==> src/rtl/lsu_pkg.sv <==
// rtl/lsu_pkg.sv - shared types, lane constants and helpers for the load/store unit
package lsu_pkg;

    localparam int LSU_DATA_WIDTH = 32;
    localparam int LSU_BYTE_W     = 8;
    localparam int LSU_HALF_W     = 16;

    typedef enum logic [1:0] {
        SZ_BYTE = 2'b00,
        SZ_HALF = 2'b01,
        SZ_WORD = 2'b10
    } lsu_size_e;

    typedef enum logic [1:0] {
        ST_IDLE,
        ST_ACCESS,
        ST_MERGE_WR,
        ST_RESP
    } lsu_state_e;

    // The reserved size encoding behaves exactly like a word access.
    function automatic lsu_size_e lsu_decode_size(input logic [1:0] raw);
        case (raw)
            2'b00:   return SZ_BYTE;
            2'b01:   return SZ_HALF;
            default: return SZ_WORD;
        endcase
    endfunction

    function automatic logic lsu_misaligned(input lsu_size_e size, input logic [1:0] lo);
        case (size)
            SZ_HALF: return lo[0];
            SZ_WORD: return |lo;
            default: return 1'b0;
        endcase
    endfunction

endpackage

==> src/rtl/lsu_byte_lane.sv <==
// rtl/lsu_byte_lane.sv - combinational lane extract/extend for loads and lane merge for stores
module lsu_byte_lane
    import lsu_pkg::*;
(
    input  lsu_size_e                 size_i,
    input  logic                      unsigned_i,
    input  logic [1:0]                addr_lo_i,
    input  logic [LSU_DATA_WIDTH-1:0] rd_i,
    input  logic [LSU_DATA_WIDTH-1:0] wdata_i,
    output logic [LSU_DATA_WIDTH-1:0] ld_data_o,
    output logic [LSU_DATA_WIDTH-1:0] st_merged_o
);

    logic [LSU_BYTE_W-1:0] byte_sel;
    logic [LSU_HALF_W-1:0] half_sel;

    always_comb begin
        byte_sel = rd_i[{addr_lo_i, 3'b000} +: LSU_BYTE_W];
        half_sel = rd_i[{addr_lo_i[1], 4'b0000} +: LSU_HALF_W];

        case (size_i)
            SZ_BYTE: ld_data_o = {{(LSU_DATA_WIDTH-LSU_BYTE_W){~unsigned_i & byte_sel[LSU_BYTE_W-1]}}, byte_sel};
            SZ_HALF: ld_data_o = {{(LSU_DATA_WIDTH-LSU_HALF_W){~unsigned_i & half_sel[LSU_HALF_W-1]}}, half_sel};
            default: ld_data_o = rd_i;
        endcase

        // Sub-word stores overwrite only their lane(s) of the word just read.
        st_merged_o = rd_i;
        case (size_i)
            SZ_BYTE: st_merged_o[{addr_lo_i, 3'b000} +: LSU_BYTE_W]    = wdata_i[LSU_BYTE_W-1:0];
            SZ_HALF: st_merged_o[{addr_lo_i[1], 4'b0000} +: LSU_HALF_W] = wdata_i[LSU_HALF_W-1:0];
            default: st_merged_o = wdata_i;
        endcase
    end

endmodule

==> src/rtl/load_store_unit.sv <==
// rtl/load_store_unit.sv - data-memory initiator with sub-word read-modify-write
// Optional misaligned-access trap enabled by defining LSU_MISALIGN_TRAP_EN.
module load_store_unit
    import lsu_pkg::*;
#(
    parameter int ADDRESS_WIDTH = 32,
    parameter int DATA_WIDTH    = LSU_DATA_WIDTH
) (
    input  logic                     clk,
    input  logic                     rst_n,
    input  logic                     req_valid,
    output logic                     req_ready,
    input  logic                     req_we,
    input  logic [1:0]               req_size,
    input  logic                     req_unsigned,
    input  logic [ADDRESS_WIDTH-1:0] req_addr,
    input  logic [DATA_WIDTH-1:0]    req_wdata,
    output logic                     resp_valid,
    output logic [DATA_WIDTH-1:0]    resp_rdata,
    output logic                     resp_err,
    output logic                     mem_wr_en,
    output logic [ADDRESS_WIDTH-1:0] mem_addr,
    output logic [DATA_WIDTH-1:0]    mem_wd,
    input  logic [DATA_WIDTH-1:0]    mem_rd
);

    lsu_state_e               state_q;
    logic                     we_q;
    logic                     unsigned_q;
    lsu_size_e                size_q;
    logic [ADDRESS_WIDTH-1:0] addr_q;
    logic [DATA_WIDTH-1:0]    wdata_q;
    logic                     resp_valid_q;
    logic [DATA_WIDTH-1:0]    resp_rdata_q;
    logic                     resp_err_q;
    logic                     mem_wr_en_q;
    logic [ADDRESS_WIDTH-1:0] mem_addr_q;
    logic [DATA_WIDTH-1:0]    mem_wd_q;

    lsu_size_e             req_size_d;
    logic [DATA_WIDTH-1:0] ld_data;
    logic [DATA_WIDTH-1:0] st_merged;

    assign req_size_d = lsu_decode_size(req_size);

    lsu_byte_lane u_lane (
        .size_i      (size_q),
        .unsigned_i  (unsigned_q),
        .addr_lo_i   (addr_q[1:0]),
        .rd_i        (mem_rd),
        .wdata_i     (wdata_q),
        .ld_data_o   (ld_data),
        .st_merged_o (st_merged)
    );

    always_ff @(posedge clk or negedge rst_n) begin
        if (!rst_n) begin
            state_q      <= ST_IDLE;
            we_q         <= 1'b0;
            unsigned_q   <= 1'b0;
            size_q       <= SZ_BYTE;
            addr_q       <= '0;
            wdata_q      <= '0;
            resp_valid_q <= 1'b0;
            resp_rdata_q <= '0;
            resp_err_q   <= 1'b0;
            mem_wr_en_q  <= 1'b0;
            mem_addr_q   <= '0;
            mem_wd_q     <= '0;
        end else begin
            // The response is a single-cycle pulse; rdata reads as 0 outside it.
            resp_valid_q <= 1'b0;
            resp_rdata_q <= '0;
            resp_err_q   <= 1'b0;
            case (state_q)
                ST_IDLE: begin
                    if (req_valid) begin
                        we_q       <= req_we;
                        size_q     <= req_size_d;
                        unsigned_q <= req_unsigned;
                        addr_q     <= req_addr;
                        wdata_q    <= req_wdata;
                        mem_addr_q <= {req_addr[ADDRESS_WIDTH-1:2], 2'b00};
`ifdef LSU_MISALIGN_TRAP_EN
                        if (lsu_misaligned(req_size_d, req_addr[1:0])) begin
                            state_q      <= ST_RESP;
                            resp_valid_q <= 1'b1;
                            resp_err_q   <= 1'b1;
                        end else
`endif
                        begin
                            state_q <= ST_ACCESS;
                            if (req_we && req_size_d == SZ_WORD) begin
                                mem_wr_en_q <= 1'b1;
                                mem_wd_q    <= req_wdata;
                            end
                        end
                    end
                end
                ST_ACCESS: begin
                    if (!we_q) begin
                        resp_rdata_q <= ld_data;
                        resp_valid_q <= 1'b1;
                        state_q      <= ST_RESP;
                    end else if (size_q == SZ_WORD) begin
                        mem_wr_en_q  <= 1'b0;
                        resp_valid_q <= 1'b1;
                        state_q      <= ST_RESP;
                    end else begin
                        mem_wd_q    <= st_merged;
                        mem_wr_en_q <= 1'b1;
                        state_q     <= ST_MERGE_WR;
                    end
                end
                ST_MERGE_WR: begin
                    mem_wr_en_q  <= 1'b0;
                    resp_valid_q <= 1'b1;
                    state_q      <= ST_RESP;
                end
                default: begin
                    state_q <= ST_IDLE;
                end
            endcase
        end
    end

    assign req_ready  = (state_q == ST_IDLE);
    assign resp_valid = resp_valid_q;
    assign resp_rdata = resp_rdata_q;
    assign resp_err   = resp_err_q;
    assign mem_wr_en  = mem_wr_en_q;
    assign mem_addr   = mem_addr_q;
    assign mem_wd     = mem_wd_q;

endmodule

==> config.mk <==
export PLATFORM = sky130hd
export DESIGN_NAME = load_store_unit
export DESIGN_NICKNAME = d
export VERILOG_FILES = /design/src/rtl/lsu_pkg.sv /design/src/rtl/lsu_byte_lane.sv /design/src/rtl/load_store_unit.sv
export SDC_FILE = /design/constraint.sdc
export NUM_CORES = 1
export LEC_CHECK = 0
export BUFFER_PORTS_ARGS = -buffer_cell sky130_fd_sc_hd__clkbuf_2
export CAP_MARGIN = 40
export CORE_UTILIZATION = 27
export DETAILED_ROUTE_END_ITERATION = 8
export GPL_ROUTABILITY_DRIVEN = 0
export GPL_TIMING_DRIVEN = 0
export PLACE_DENSITY = 0.56
export SETUP_SLACK_MARGIN = 0.05
export SYNTH_ARGS = -nofsm -noshare
export SYNTH_HDL_FRONTEND = slang
export SYNTH_HIERARCHICAL = 1
export SYNTH_SLANG_ARGS = --single-unit
==> constraint.sdc <==
create_clock -name clk -period 3.27 [get_ports clk]
set_clock_uncertainty 0.05 [all_clocks]
set_input_delay 0.654 -clock clk [delete_from_list [all_inputs] [get_ports clk]]
set_output_delay 0.654 -clock clk [all_outputs]
set_load 0.05 [all_outputs]
==> results of run 1 <==
==> area by class of cell <==
class	instances	area (µm²)	area share (%)
clock buffers	19	453	4.76
diodes	1	2.50	0.0263
clock inverters	12	196	2.06
multi-input cells	416	3670	38.6
well taps	341	427	4.48
inverters	15	58.8	0.617
plain buffers	43	277	2.90
repair buffers	200	1030	10.8
flip-flops and latches	136	3400	35.7
==> power groups by stage <==
stage | Clock, mW | Combinational (mW) | Sequential, mW
2_1_floorplan | 0 | 3.22 | 4.52
3_3_place_gp | 0 | 6.30 | 3.00
3_5_place_dp | 0 | 6.34 | 3.03
4_1_cts | 2.21 | 6.36 | 3.00
5_1_grt | 2.28 | 6.75 | 3.10
6_report | 2.15 | 6.33 | 3.00
==> flip-flops by register name (all words and copies together) (netlist names) <==
signal,flops
unsigned_q,1
size_q,2
wdata_q,32
resp_valid,1
state_q,2
mem_addr,30
mem_wr_en,1
mem_wd,32
addr_q,2
we_q,1
resp_rdata,32
==> worst register-to-register path, cell delays in order (launching register included) <==
cell and delay [ns]:
dfrtp_1 0.56, buf_6 0.23, inv_4 0.06, buf_6 0.15
ha_1 0.37, nor4bb_1 0.08, a211o_1 0.43, a22o_1 0.23
mux2_2 0.26, mux2_1 0.28
==> path summary, 6_finish.rpt <==
path | startpoint | end | slack, ns | cells past startpoint
max in group asynchronous | rst_n | mem_wd[30] | 2.25 | 2
min in group clk | req_addr[5] | mem_addr[5] | 0.40 | 2
worst max-delay path | addr_q[1] | mem_wd[5] | 0.44 | 9
worst min register to register | mem_wd[30] | mem_wd[30] | 0.44 | 1
worst min-delay path | rst_n | mem_addr[12] | 0.14 | 1
worst max register to register | addr_q[1] | mem_wd[5] | 0.44 | 9
==> placed cells by master, fill, tap and decap left out, types with 9 or more instances in the layout <==
cell type | netlist | routed
clkbuf_2 | 0 | 198
dfrtp_1 | 136 | 136
mux2_2 | 133 | 133
nand2_1 | 46 | 46
and2_1 | 31 | 31
a22o_1 | 22 | 22
buf_2 | 17 | 17
nor2b_1 | 17 | 17
clkbuf_16 | 0 | 17
a221o_1 | 16 | 16
mux2i_1 | 15 | 15
inv_1 | 13 | 13
nor2_1 | 11 | 11
ha_1 | 11 | 11
a22oi_1 | 11 | 11
o21ai_2 | 10 | 10
mux2_1 | 9 | 9
==> metal layers <==
layer,global-route usage (%),up-vias
li1,-,2667
met1,22.7,2752
met2,26.7,194
met3,4.02,28
met4,5.86,0
met5,0,-
==> metrics by stage <==
step                      util (%)  worst slack [ns]  power (mW)  std cells  area (µm²)
after floorplan                  -             0.792        7.75        610        7410
after global placement        32.8            -0.954        9.30       1150        8840
after detailed placement      32.9             0.452        9.37       1151        8870
after CTS                     35.3             0.433        11.6       1182        9520
after global routing          35.3             0.308        12.1       1183        9520
final                         35.3             0.443        11.5       1183        9520
==> logic make-up after synthesis <==
| group | after synthesis |
|---|---|
| AO/OA/AOI/OAI | 118 |
| adder cells (fa/ha/maj) | 11 |
| buffers and inverters | 58 |
| flip-flops | 136 |
| multiplexers | 158 |
| other | 1 |
| AND/OR/NAND/NOR | 126 |
==> impl_metrics.yaml, run 1 <==
final_layout:
  fill_cells: 2702
  layout-drive-gt1-share_pct: 51.5
  num-nets-final: 943
  area_growth_pct: 28.6
sta:
  timing.fmax_mhz: 354
  slew_violations: 0
  finalHoldViolCount: 0
  fin_crit_ns: 2.83
  rsz0062_at_grt: "false"
  holdWs_ns: 0.144
  worst_slew_pin_slew_ns: 0.629
  period_share_pct: 86.5
  setup_viol_count_final: 0
  relSlewSlack_pct: 58.1
  finalSetupTns_ns: 0
floorplan:
  floorplan.initialDensity_pct: 27.5
  chipHeight_um: 168
  fp.dieW_um: 168
  rows: 60
  core_um2: 27000
  io_pins: 203
  dieArea_um2: 28100
worst_setup_path:
  cp-start-kind: "flop"
  critPathMaxFanout: 12
  cpLargestDelayFamily: "compound AO/OA/AOI/OAI gates"
  cpPeakStageDelay_ns: 0.56
  crit_buf_inv: 3
  path_common_cell: "buf_6"
  worstPathRequired_ns: 3.52
  critPathKind: "flop to flop"
  cp.arrival_ns: 3.08
  worstSetupEndpointType: "flop"
  path_cells: "buf_6 -> inv_4 -> buf_6 -> ha_1 -> nor4bb_1 -> a211o_1 -> a22o_1 -> mux2_2 -> mux2_1"
  crit_path_top_delay_cell: "dfrtp_1"
cts:
  cts_setup_buffers: 0
  htreeDepth: 4
  cts_resized: 0
  hold_buffers: 0
  clkTransAtPathRegs_ns: 0.06
  cts_tree: "done"
  cts_sinks: 136
  cts_inserted_buffers: 17
  cts-root-buf: "clkbuf_16"
  insertion_delay_ns: 0.43
  ctsLongestPathBuffers: 2
logic_synthesis:
  synth_area_per_cell_um2: 12.2
  synth_most_common_cell: "dfrtp_1"
  ys_warn_count: 6
  yosys.area.top_type_share_pct: 46.0
  synthCells: 608
  yosys.area_share.adder_pct: 1.86
  yosysUniqueCellTypes: 59
  synth_top_family_by_area: "multiplexers"
  synth_compound_area_share_pct: 14.3
  yosys.area.top_type: "dfrtp_1"
  synth_simple_gate_area_share_pct: 9.49
  synthMuxAreaShare_pct: 23.8
  synthTopCellsByCount: "dfrtp_1, mux2_2, nand2_1"
  synth_edf_count: 0
  synth_xor_area_share_pct: 0
  synthArstFlopShare_pct: 100
  ys_seq_area_share_pct: 46.0
  ys_seq_elements: 136
  synth.area.top_cells: "dfrtp_1, mux2_2, and2_1"
  netlist_area_um2: 7410
  ys.flop_type: "dfrtp_1"
detailed_routing:
  drtAntennaViolNets: 0
  wl_per_cell_um: 19.5
  dr.max_layer_used: "met4"
  met1Wirelength_mm: 10.5
  dr_wl_met3_mm: 1.40
  drt_wl_total_mm: 23.1
  viasPerCell: 4.77
  met2WireLength_mm: 10.8
  drc: 0
  first_pass_iters: 6
  drt-initial-drc-count: 355
  num_vias: 5641
place:
  hpwl_mm: 17.9
  io_buffers: 199
global_route:
  antenna_found_initial: 1
  grt_pass1_wl_mm: 35.5
  grt_max_degree: 78
  overflow: 0
  grt_pass1_vias: 5693
  grt_usage_pct: 16.9
worst_hold_path:
  hold_path.class: "input pin to async pin"
power:
  clkPwrFrac_pct: 18.7
  p_comb_share_pct: 55.1
  cellLeakagePower_nw: 4.45
  swShare_pct: 46.6
  p_switching_mw: 5.35
  p_per_area_nw_per_um2: 1210
  peakVddDrop_mv: 0.350
  seq_power_share_pct: 26.2
  power.internal_mw: 6.14
run_status:
  status: "completed"
flow_run:
  drv_cap: 0
Note: power is estimated with default switching activity, not from simulation.
==> run 2: changes to the inputs <==
--- a/config.mk
+++ b/config.mk
@@ -5,6 +5,7 @@
 export SDC_FILE = /design/constraint.sdc
 export NUM_CORES = 1
 export LEC_CHECK = 0
+export ABC_AREA = 1
 export BUFFER_PORTS_ARGS = -buffer_cell sky130_fd_sc_hd__clkbuf_2
 export CAP_MARGIN = 40
 export CORE_UTILIZATION = 27
==> impl_metrics.yaml, run 2 <==
final_layout:
  final_cell_mix: "nand2_1, clkbuf_2, dfrtp_1"
  layout-drive-gt1-share_pct: 23.4
  finalNonFillerCells: 1623
  multi_input_area_um2: 3320
  layout_commonest_cell: "nand2_1"
  num_antenna_cells: 0
  area_growth_pct: 28.4
  final_area_um2: 9560
  ff_latch_area_um2: 3400
  num-nets-final: 1383
  fill_cells: 2950
floorplan:
  io_pins: 203
  dieArea_um2: 28200
  floorplan.initialDensity_pct: 27.5
  chipHeight_um: 168
  core_um2: 27000
  rows: 60
  fp.dieW_um: 168
place:
  dp_cells: 1591
  io_buffers: 199
  hpwl_mm: 19.4
  placed_cell_area_um2: 8910
logic_synthesis:
  yosys.area.top_type_share_pct: 45.7
  ys_seq_area_share_pct: 45.7
  synth_edf_count: 0
  yosysUniqueCellTypes: 34
  ys_seq_elements: 136
  synthTopCellsByCount: "nand2_1, dfrtp_1, o21ai_0"
  ys.flop_type: "dfrtp_1"
  synth.area.top_cells: "dfrtp_1, nand2_1, o21ai_0"
  synthCells: 1048
  synth_most_common_cell: "nand2_1"
  synthArstFlopShare_pct: 100
  yosys.area.top_type: "dfrtp_1"
  netlist_area_um2: 7440
  synth_area_per_cell_um2: 7.10
  ys_warn_count: 6
sta:
  finalSetupTns_ns: 0
  relSlewSlack_pct: 59.7
  period_share_pct: 74.1
  timing.fmax_mhz: 412
  fin_crit_ns: 2.42
  slew_violations: 0
  worst_slew_pin_slew_ns: 0.604
  rsz0062_at_grt: "false"
  setup_viol_count_final: 0
  finalHoldViolCount: 0
cts:
  ctsLongestPathBuffers: 2
  cts-root-buf: "clkbuf_16"
  cts_sinks: 136
  cts_setup_buffers: 0
  clkTransAtPathRegs_ns: 0.06
  cts_tree: "done"
  hold_buffers: 0
  htreeDepth: 4
  cts_inserted_buffers: 17
  insertion_delay_ns: 0.42
  cts_resized: 0
detailed_routing:
  viasPerCell: 4.54
  drc: 0
  drt-initial-drc-count: 624
  drtAntennaViolNets: 0
  num_vias: 7372
  drt_wl_total_mm: 25.0
  first_pass_iters: 5
  wl_per_cell_um: 15.4
worst_setup_path:
  worstSetupEndpointType: "flop"
  r2r_cells: 12
  rr_endpoint: "mem_wd[0]"
  critPathMaxFanout: 12
  reg2reg_setup_slack_ns: 0.85
  crit_path_top_delay_cell: "dfrtp_1"
  timing.rr.start: "addr_q[1]"
  critPathKind: "flop to flop"
  cpPeakStageDelay_ns: 0.50
  crit_buf_inv: 2
  cpLargestDelayFamily: "simple AND/OR/NAND/NOR gates"
  cp.arrival_ns: 2.74
  cp-start-kind: "flop"
  path_common_cell: "nand2_1"
  worstPathRequired_ns: 3.58
  path_cells: "inv_2 -> buf_2 -> ha_1 -> nor2_1 -> nand3_1 -> o21bai_2 -> nand2_1 -> nand2_1 -> nand2_1 -> o21ai_0 -> nand2_1 -> nand2_1"
  startpoint: "addr_q[1]"
flow_run:
  drv_cap: 0
global_route:
  antenna_found_initial: 0
  grt_pass1_vias: 7111
  grt_usage_pct: 18.3
  grt_pass1_wl_mm: 39.5
  overflow: 0
  grt_max_degree: 76
power:
  p_total_mw: 11.0
  peakVddDrop_mv: 0.410
  cellLeakagePower_nw: 5.44
  p_per_area_nw_per_um2: 1150
run_status:
  status: "completed"
worst_hold_path:
  hold_path.class: "input pin to async pin"
## run 2: layout make-up
| class | count | area share [%] |
|---|---|---|
| clock inverters | 14 | 2.32 |
| flip-flops and latches | 136 | 35.6 |
| well taps | 341 | 4.46 |
| plain buffers | 57 | 3.40 |
| repair buffers | 200 | 10.8 |
| inverters | 105 | 4.15 |
| clock buffers | 18 | 4.49 |
| multi-input cells | 752 | 34.8 |
## run 2: worst register-to-register path, stage by stage, from the launching register on
cell,delay (ns)
dfrtp_1,0.50
inv_2,0.15
buf_2,0.26
ha_1,0.30
nor2_1,0.13
nand3_1,0.09
o21bai_2,0.33
nand2_1,0.09
nand2_1,0.09
nand2_1,0.06
o21ai_0,0.11
nand2_1,0.12
nand2_1,0.08
## run 2: worst max-delay path by stage
stage	to	cells past startpoint
4_1_cts	mem_wd[0]	12
3_3_place_gp	mem_addr[21]	1
3_5_place_dp	mem_wd[0]	12
6_report	mem_wd[0]	12
5_1_grt	mem_wd[7]	12
2_1_floorplan	mem_addr[10]	7
## run 2: stage by stage
| stage | hold WS, ns | worst slack (ns) | util (%) |
|---|---|---|---|
| finish | 0.155 | 0.845 | 35.4 |
| CTS | 0.170 | 0.886 | 35.4 |
| detailed placement | 0.415 | 0.931 | 33.0 |
| global placement | 0.413 | -0.976 | 32.8 |
| global route | 0.181 | 0.676 | 35.4 |
| floorplan | 0.308 | 1.36 | - |
## run 2: kinds of logic after synthesis
| group | after synthesis | synth area share (%) |
|---|---|---|
| AO/OA/AOI/OAI | 138 | 9.65 |
| adder cells (fa/ha/maj) | 11 | 1.85 |
| buffers and inverters | 162 | 9.70 |
| flip-flops | 136 | 45.7 |
| other | 1 | 0.0504 |
| AND/OR/NAND/NOR | 600 | 33.0 |
## run 2: where the power goes
| part | total [mW] | internal [mW] | switching (mW) |
|---|---|---|---|
| sequential | 2.86 | 2.39 | 0.466 |
| combinational | 5.97 | 1.57 | 4.40 |
| clock | 2.15 | 1.36 | 0.793 |
## run 2: metal layers
metal  track usage (%)  routed length (µm)  vias to the layer above
li1                  -                   -                     3686
met1              25.4               11900                     3418
met2              28.5               11300                      250
met3              3.71                1480                       18
met4              5.42                 366                        0
met5                 0                   0                        -
